### config.mk
export PLATFORM = sky130hd
export DESIGN_NAME = uart_err_counter
export DESIGN_NICKNAME = d
export VERILOG_FILES = /design/src/rtl/uart_err_counter.sv
export SDC_FILE = /design/constraint.sdc
export NUM_CORES = 1
export LEC_CHECK = 0
export ABC_AREA = 1
export BUFFER_PORTS_ARGS = -buffer_cell sky130_fd_sc_hd__buf_4
export CORE_AREA = 2 2 39 41
export CTS_CLUSTER_DIAMETER = 80
export DETAILED_ROUTE_END_ITERATION = 8
export DIE_AREA = 0 0 41 43
export HOLD_SLACK_MARGIN = 0.15
export PLACE_DENSITY = 0.69
export SKIP_CTS_REPAIR_TIMING = 1
export SYNTH_ARGS = -nofsm -noshare
export SYNTH_HDL_FRONTEND = slang
export SYNTH_SLANG_ARGS = --single-unit
### constraint.sdc
create_clock -name clk -period 2.97 [get_ports clk]
set_clock_uncertainty 0.2 [all_clocks]
set_input_delay 0.891 -clock clk [delete_from_list [all_inputs] [get_ports clk]]
set_output_delay 0.891 -clock clk [all_outputs]
set_load 0.005 [all_outputs]
### src/rtl/uart_err_counter.sv
// Saturating event counter with synchronous clear.
//   clk, rst : clock, async active-high reset
//   clr      : synchronous clear (has priority over inc)
//   inc      : count one event
//   cnt      : current count, holds at all-ones
module uart_err_counter #(
  parameter int WIDTH = 8
) (
  input  logic             clk,
  input  logic             rst,
  input  logic             clr,
  input  logic             inc,
  output logic [WIDTH-1:0] cnt
);

  logic [WIDTH-1:0] cnt_q, cnt_d;

  always_comb begin
    cnt_d = cnt_q;
    if (clr) begin
      cnt_d = '0;
    end else if (inc && (cnt_q != '1)) begin
      cnt_d = cnt_q + WIDTH'(1);
    end
  end

  always_ff @(posedge clk or posedge rst) begin
    if (rst) cnt_q <= '0;
    else     cnt_q <= cnt_d;
  end

  assign cnt = cnt_q;

endmodule

After elaboration in Yosys (flattened, before gate mapping). Index checks and enable logic that the tools add are counted.

Register bits after elaboration: 8. Bits of input ports: 4.

$add $sub $neg: 1. Equality and inequality tests: 1. Multiplexer cells: 2. Reductions and logical operators: 2.

Operators by type and width (number): 8-bit two-way mux (2); 8-bit by 1-bit adder with 8-bit output (second input constant) (1); 8-bit != test (second input constant) (1); 2-bit nonzero test (1); 1-bit logical AND (1).

Logic depth before layout (Yosys ltp). Gate-level depths: netlist of the first run.

Depth after elaboration: 4. Mapped depth: 9. Depth with buffers taken out: 9.

Least setup slack after synthesis of the first run. No wires, ideal clock.

Kind: input to register. Start point: input inc. End point: register cnt_q[7], in the netlist cnt[7]. Setup time: 0.113 ns. Data arrival time: 1.214 ns. Data required time: 2.657 ns. Path slack: 1.443 ns. Cell stages on the path: 5. Path buffers: 0. Path through: inv_1 a21oi_1 nand3_1 nand2_1 inv_1.

Longest elaborated chain between the ends: 2.

Ends and longest elaborated chain: start: declaration (RTL line 12) `input logic inc,`; 1-bit logical AND (RTL line 22) `end else if (inc && (cnt_q != '1)) begin`; 2-bit nonzero test (no source line); end signal: assignment (RTL line 29) `else cnt_q <= cnt_d;`; end: declaration (RTL line 16) `logic [WIDTH-1:0] cnt_q, cnt_d;`.

No other way between the ends. A chain may end at the register's enable or synchronous reset.

Worst setup path in the final report of the first run.
Start point: register cnt_q[5], in the netlist cnt[5]. End point: output cnt[5].

RTL lines: end: declaration (RTL line 13) `output logic [WIDTH-1:0] cnt`.

No word-level cell between the ends.

==> flow_summary.json, run 1 <==
{
  "status": "finished clean",
  "cts_buffer_depth": 2,
  "required_ns": 1.88,
  "r2r_start": "cnt[0]",
  "synth_cell_types": 16,
  "dr.pass1.iters": 4,
  "drt_iter0_drc": 8,
  "drive_gt1_share_pct": 25.3,
  "setup-violations-final": 0,
  "htree_num_levels": 1,
  "setup_tns_ns": 0,
  "routed_wl_um": 988,
  "initial_core_util_pct": 36.6,
  "largest_register_ffs": 8,
  "core_area_um2": 1380,
  "seq_power_share_pct": 51.3,
  "grt_max_degree": 9,
  "die_x_um": 41,
  "ys_ff_latch": 8,
  "worstPathMaxFanout": 6,
  "tightest_slew_ns": 0.323,
  "fin_crit_ns": 1.96,
  "crit_slowest_cell": "dfrtp_1",
  "grt_pass1_wl_um": 1550,
  "path_cells": "buf_4",
  "clk_latency_ns": 0.26,
  "min_from": "cnt[1]",
  "syn_inst": 69,
  "gp_congestion": 0.735,
  "startpoint": "cnt[5]",
  "holdWs_ns": 0.344,
  "maxCapViolations": 0,
  "row_count": 14,
  "p_per_area_nw_per_um2": 359,
  "clockRootBuffer": "clkbuf_4",
  "syn_nets": 74,
  "hold_viol": 0,
  "hp-class": "flip-flop to flip-flop",
  "p_leak_nw": 0.361,
  "cts_buffers": 3,
  "critPathKind": "flip-flop to output pin",
  "path_buf_inv": 1,
  "grt-ovfl-total": 0,
  "cp_data_arrival_time_ns": 0.87,
  "rsz0062_at_grt": "false",
  "slew_viol_final": 0,
  "finalPower_mw": 0.227,
  "clk_pin_slew_ns": 0.05,
  "nets": 90,
  "crit_path_end_kind": "output pin",
  "dr_total_vias": 441,
  "vdd_drop_max_mv": 0.229,
  "diodes": 0,
  "max_stage_delay_ns": 0.45,
  "internal_power_mw": 0.171,
  "relSlewSlack_pct": 78.4,
  "postPlaceCellArea_um2": 609,
  "grt_usage_pct": 14.0,
  "ant_nets": 0,
  "ys.warnings.count": 0,
  "fin_area_um2": 632,
  "yosysSeqAreaShare_pct": 39.5,
  "chipHeight_um": 43,
  "pin_count": 12,
  "die_area_um2": 1760,
  "syn_area_per_cell_um2": 7.34,
  "io_buffers": 11,
  "cp-start-kind": "flip-flop",
  "fmax_ghz": 0.510,
  "cts.sinks": 8,
  "clock_power_share_pct": 36.9,
  "grt_pass1_vias": 360,
  "swShare_pct": 24.7,
  "synthesis.area_um2": 507,
  "detail_route.vias_per_cell": 4.45,
  "area_delta_synth_final_pct": 24.7,
  "period_share_pct": 66.1,
  "place_hpwl_um": 795,
  "drc": 0,
  "cts_tree": "done",
  "comb_power_share_pct": 11.8,
  "wl_per_cell_um": 9.98,
  "antenna_found_initial": 0,
  "cpLargestDelayFamily": "flip-flops",
  "p_switching_mw": 0.0561
}
layer usage:
layer	vias to the layer above	part of all wire [%]	global-route usage, %
li1	237	-	-
met1	192	44	17.2
met2	10	48	18.4
met3	2	5.6	6.28
met4	0	1.9	10.0
met5	-	0	0
cells in the final DEF, fill, tap and decap left out, drive strengths merged:
master  synthesis  routed
ha              1       1
o21ai           1       1
dfrtp           8       8
xor2            3       3
a21oi           2       2
buf             0      11
clkbuf          0       3
nand3           5       5
inv            10      10
nand2          29      29
nor2            7       7
nor3b           1       1
clkinv          1       1
xnor2           1       1
synth_stat cells (all sizes together):
| cell | number | share of area [%] |
|---|---|---|
| dfrtp | 8 | 40 |
| clkinv | 1 | 1.7 |
| nand3 | 5 | 4.9 |
| nor3b | 1 | 1.5 |
| inv | 10 | 7.4 |
| xor2 | 3 | 5.2 |
| xnor2 | 1 | 1.7 |
| ha | 1 | 2.5 |
| a21oi | 2 | 2.0 |
| nor2 | 7 | 7.2 |
| nand2 | 29 | 25 |
| o21ai | 1 | 0.99 |
power by group through the flow:
stage | logic, mW | clock network [mW] | registers (mW)
after floorplan | 0.0148 | 0 | 0.118
after detailed placement | 0.0273 | 0 | 0.118
after global placement | 0.0269 | 0 | 0.118
after global routing | 0.0298 | 0.0922 | 0.117
final | 0.0268 | 0.0838 | 0.116
after CTS | 0.0274 | 0.0870 | 0.116
final timing paths:
kind / endpoint / cells after the start / slack [ns]
worst max-delay path: cnt[5] / 1 / 1.01
worst min-delay path: cnt[1] / 2 / 0.34
worst max register to register: cnt[1] / 8 / 1.36
worst min register to register: cnt[1] / 2 / 0.34
max in group asynchronous: cnt[7] / 2 / 1.97
min in group asynchronous: cnt[3] / 2 / 0.38
cells by family after synthesis:
kind of cell	share of synthesized area [%]
simple gates	39.0
xor+xnor	6.91
compound gates	2.96
flops	39.5
fa+ha+maj	2.47
buf+inv	9.14
area by class of cell:
type / count / area [µm²]
Inverter: 11 / 46.3
Clock buffer: 3 / 22.5
Fill cell: 132 / 752
Sequential cell: 8 / 200
Tap cell: 16 / 20.0
Timing Repair Buffer: 11 / 82.6
Multi-Input combinational cell: 50 / 260
stage by stage:
step	worst slack [ns]	utilization, %	instances
after detailed placement	1.23	44.0	96
after CTS	0.995	45.7	99
after global routing	0.982	45.7	99
after global placement	1.25	44.0	96
after floorplan	1.44	-	69
final	1.01	45.7	99
No activity file was read; power rests on OpenSTA's default activity.
==> run 2, diff against run 1 <==
Clock period 2.97 ns to 2.1 ns, I/O delays scaled along.
==> run 2 against run 1 <==
  * Utilization up 0.72 points
  * Sequential power rose by 42%
  * Sequential cell count unchanged
  * Hold slack worse by 0.0070 ns
  * Die area is the same
  * Final cell count grew 1.0%
  * Global-route usage is 1.1 points higher
  * Sequential share of layout area decreased by 0.49 points
  * Register-to-register slack worse by 0.90 ns
  * Power is 43% higher
  * Count of clock-buffer cells in the layout is the same
  * Critical path type unchanged
  * Largest power group unchanged
==> flow_summary.json, run 2 (synthesis results as in run 1) <==
{
  "drc": 0,
  "clk_pin_slew_ns": 0.06,
  "row_count": 14,
  "cts.sinks": 8,
  "hp-class": "flip-flop to flip-flop",
  "setup_tns_ns": 0,
  "drive_gt1_share_pct": 25.0,
  "fmax_ghz": 0.588,
  "dr.pass1.iters": 4,
  "dp.cells": 96,
  "slew_viol_final": 0,
  "fin_crit_ns": 1.70,
  "diodes": 0,
  "grt_max_degree": 9,
  "crit_path_end_kind": "output pin",
  "clockRootBuffer": "clkbuf_4",
  "largest_register_ffs": 8,
  "grt_pass1_vias": 424,
  "crit_slowest_cell": "dfrtp_1",
  "relSlewSlack_pct": 78.1,
  "postPlaceCellArea_um2": 609,
  "required_ns": 1.27,
  "cp_data_arrival_time_ns": 0.87,
  "dr_total_vias": 466,
  "gp_congestion": 0.786,
  "pin_count": 12,
  "area_delta_synth_final_pct": 26.7,
  "final_common_cell": "nand2_1",
  "period_share_pct": 81.0,
  "p_per_area_nw_per_um2": 505,
  "critPathKind": "flip-flop to output pin",
  "chipHeight_um": 43,
  "wl_per_cell_um": 10.4,
  "tightest_slew_ns": 0.328,
  "antenna_found_initial": 0,
  "initial_core_util_pct": 36.6,
  "hold_viol": 0,
  "cts_buffer_depth": 2,
  "setup-violations-final": 0,
  "place_hpwl_um": 782,
  "grt_pass1_wl_um": 1730,
  "io_buffers": 11,
  "cp-start-kind": "flip-flop",
  "clk_latency_ns": 0.25,
  "fillers": 148,
  "finalPower_mw": 0.324,
  "path_buf_inv": 1,
  "detail_route.vias_per_cell": 4.66,
  "fin_area_um2": 642,
  "p_leak_nw": 0.365,
  "vdd_drop_max_mv": 0.298,
  "core_area_um2": 1380,
  "status": "finished clean",
  "r2r_start": "cnt[0]",
  "die_x_um": 41,
  "drt_iter0_drc": 2,
  "grt_usage_pct": 15.1,
  "min_from": "cnt[1]",
  "fin_cells": 100,
  "final_cell_mix": "nand2_1, buf_4, inv_1, dfrtp_1",
  "cpLargestDelayFamily": "flip-flops",
  "grt-ovfl-total": 0,
  "worstPathMaxFanout": 6,
  "nets": 91,
  "rsz0062_at_grt": "false",
  "cts_buffers": 3,
  "ant_nets": 0,
  "routed_wl_um": 1040,
  "max_stage_delay_ns": 0.45,
  "htree_num_levels": 1,
  "die_area_um2": 1760,
  "path_cells": "buf_4",
  "cts_tree": "done",
  "startpoint": "cnt[5]",
  "maxCapViolations": 0
}
## run 2: stage by stage
stage	hold slack (ns)	util [%]	setup slack, ns
4_1_cts	0.131	45.7	0.389
6_report	0.337	46.4	0.399
5_1_grt	0.388	46.4	0.362
3_3_place_gp	0.315	44.0	0.508
2_1_floorplan	0.246	-	0.618
3_5_place_dp	0.320	44.0	0.490
## run 2: final timing paths
path	endpoint	cells after the start	slack (ns)
min in group asynchronous	cnt[1]	3	0.68
max in group asynchronous	cnt[6]	3	0.77
max	cnt[5]	1	0.40
min reg2reg	cnt[1]	2	0.34
min	cnt[1]	2	0.34
max reg2reg	cnt[4]	8	0.46
## run 2: metal layers
layer / up-vias / part of all wire [%] / track usage, % / wire length, µm
met5: - / 0 / 0 / 0
met4: 0 / 2.3 / 10.0 / 24
met3: 4 / 5.2 / 4.71 / 54
met2: 17 / 46 / 21.3 / 475
met1: 205 / 47 / 18.8 / 484
li1: 240 / - / - / -
## run 2: power breakdown
group | leakage (nW) | total [mW] | internal (mW) | switching [mW]
clock | 0.0138 | 0.119 | 0.0655 | 0.0536
sequential | 0.110 | 0.165 | 0.159 | 0.00583
combinational | 0.242 | 0.0400 | 0.0185 | 0.0215
## run 2: final cells by class
class                   instances  area (µm²)  area share (%)
repair buffers                 12        92.6            14.4
clock buffers                   3        22.5            3.51
multi-input cells              50         260            40.5
inverters                      11        46.3            7.21
flip-flops and latches          8         200            31.2
well taps                      16        20.0            3.12
## run 2: worst min-delay path, stage by stage, from the launching register on
cell	delay (ns)
dfrtp_1	0.39
nand2_1	0.07
nand2_1	0.05
==> run 3, diff against run 2 <==
Settings changed: PLACE_DENSITY 0.69 to 0.71.
Clock period 2.1 ns to 1.41 ns, I/O delays scaled along.
==> run 3 against run 2 <==
  * The run now ends with setup timing left
  * Combinational power up 140%
  * Register-to-register slack got worse by 0.49 ns
  * Non-clock buffer count is 12 higher
  * Die area did not move
  * Sequential cell count unchanged
  * Routed wire length grew 19%
  * Worst setup slack worse by 0.48 ns
  * Clock power rose by 47%
  * Cell area up 24%
  * Sequential share of layout area is 5.3 points lower
  * Hold slack got worse by 0.085 ns
==> flow_summary.json, run 3 (synthesis results as in run 1) <==
{
  "status": "finished, violations left",
  "violations": "setup timing",
  "maxCapViolations": 0,
  "htree_num_levels": 1,
  "nets": 103,
  "grt_usage_pct": 15.6,
  "cp_data_arrival_time_ns": 0.87,
  "clockRootBuffer": "clkbuf_4",
  "pin_count": 12,
  "cts.sinks": 8,
  "row_count": 14,
  "dr_total_vias": 520,
  "cts_buffer_depth": 2,
  "min_path_cells": 4,
  "routed_wl_um": 1240,
  "grt_pass1_wl_um": 1730,
  "largest_register_ffs": 8,
  "grt-ovfl-total": 0,
  "r2r_cells": 9,
  "clk_pin_slew_ns": 0.06,
  "multi_input_area_um2": 280,
  "die_area_um2": 1760,
  "dr.pass1.iters": 4,
  "rsz0062_at_grt": "true",
  "crit_slowest_cell": "dfrtp_1",
  "core_area_um2": 1380,
  "final_cell_mix": "nand2_1, buf_4, inv_1, buf_6, nand2_2",
  "relSlewSlack_pct": 78.8,
  "crit_path_end_kind": "output pin",
  "diodes": 0,
  "grt_max_degree": 9,
  "grt_pass1_vias": 408,
  "initial_core_util_pct": 36.6,
  "antenna_found_initial": 0,
  "worstPathMaxFanout": 3,
  "clk_latency_ns": 0.26,
  "final_common_cell": "nand2_1",
  "cts_buffers": 3,
  "drive_gt1_share_pct": 45.8,
  "fillers": 125,
  "io_buffers": 11,
  "hold_viol": 0,
  "chipHeight_um": 43,
  "fin_ws_ns": -0.0796,
  "setup-violations-final": 14,
  "cp-start-kind": "flip-flop",
  "finalPower_mw": 0.515,
  "cts_tree": "done",
  "ant_nets": 0,
  "place_hpwl_um": 817,
  "area_delta_synth_final_pct": 57.5,
  "cp_common_cell": "buf_6",
  "critPathKind": "flip-flop to output pin",
  "drt_iter0_drc": 2,
  "tightest_slew_ns": 0.318,
  "detail_route.vias_per_cell": 4.64,
  "die_x_um": 41,
  "setup_tns_ns": -0.428,
  "p_leak_nw": 0.433,
  "fmax_ghz": 0.671,
  "drc": 0,
  "max_stage_delay_ns": 0.39,
  "vdd_drop_max_mv": 0.377,
  "hp-class": "primary input to flip-flop",
  "p_per_area_nw_per_um2": 645,
  "period_share_pct": 106,
  "path_cells": "buf_6, buf_6",
  "wl_per_cell_um": 11.1,
  "post-place-ws_ns": -0.0338,
  "slew_viol_final": 0,
  "required_ns": 0.79,
  "fin_crit_ns": 1.49,
  "gp_congestion": 0.758,
  "seq_area_um2": 206
}
==> run 3: changes by cell type in the layout (fill, tap and decap cells not counted) <==
cell      previous run  this run
ha_2                 0         1
dfrtp_1              8         3
nor2_1               5         4
ha_1                 1         0
nand2_2              2         6
inv_8                0         1
clkinv_4             1         0
buf_4               11        13
nand2_1             25        21
dfrtp_2              0         5
buf_6                0        10
nor2_4               1         2
==> run 3: worst paths after layout <==
path / start / endpoint / slack, ns
setup / recovery: cnt[1] / cnt[1] / -0.08
hold / removal: clr / cnt[7] / 0.25
setup reg to reg: cnt[1] / cnt[6] / -0.03
hold reg to reg: cnt[2] / cnt[2] / 0.34
max in group asynchronous: rst / cnt[2] / 0.26
min in group asynchronous: rst / cnt[7] / 0.48
==> run 3: area by class of cell <==
type	instances	share of cell area, %
multi-input cells	50	35.1
clock buffers	3	2.82
repair buffers	24	27.6
inverters	11	6.11
well taps	16	2.51
flip-flops and latches	8	25.9
==> run 3: metal layers <==
| metal | wire, µm | global-route usage, % | up-vias |
|---|---|---|---|
| met4 | 14 | 10.0 | 0 |
| met2 | 665 | 22.2 | 10 |
| li1 | - | - | 266 |
| met1 | 520 | 18.5 | 242 |
| met5 | 0 | 0 | - |
| met3 | 39 | 6.28 | 2 |
==> run 3: per-stage QoR <==
| stage | util, % | area, µm² | cells | hold slack [ns] |
|---|---|---|---|---|
| 2_1_floorplan | - | 512 | 69 | 0.0387 |
| 3_3_place_gp | 46.0 | 637 | 99 | 0.193 |
| 3_5_place_dp | 46.0 | 637 | 99 | 0.200 |
| 4_1_cts | 47.6 | 659 | 102 | -0.0812 |
| 5_1_grt | 57.7 | 798 | 112 | 0.242 |
| 6_report | 57.7 | 798 | 112 | 0.252 |
==> run 3: critical path, delay by kind of cell (launching register included) <==
family   cells  cell delay (ns)
buf+inv      2             0.23
flops        1             0.39
==> run 3: where the power goes <==
group | total [mW] | leakage [nW] | internal, mW | switching [mW]
Clock | 0.175 | 0.0138 | 0.0974 | 0.0771
Combinational | 0.0969 | 0.318 | 0.0512 | 0.0457
Sequential | 0.244 | 0.101 | 0.237 | 0.00650
Total | 0.515 | 0.433 | 0.386 | 0.129
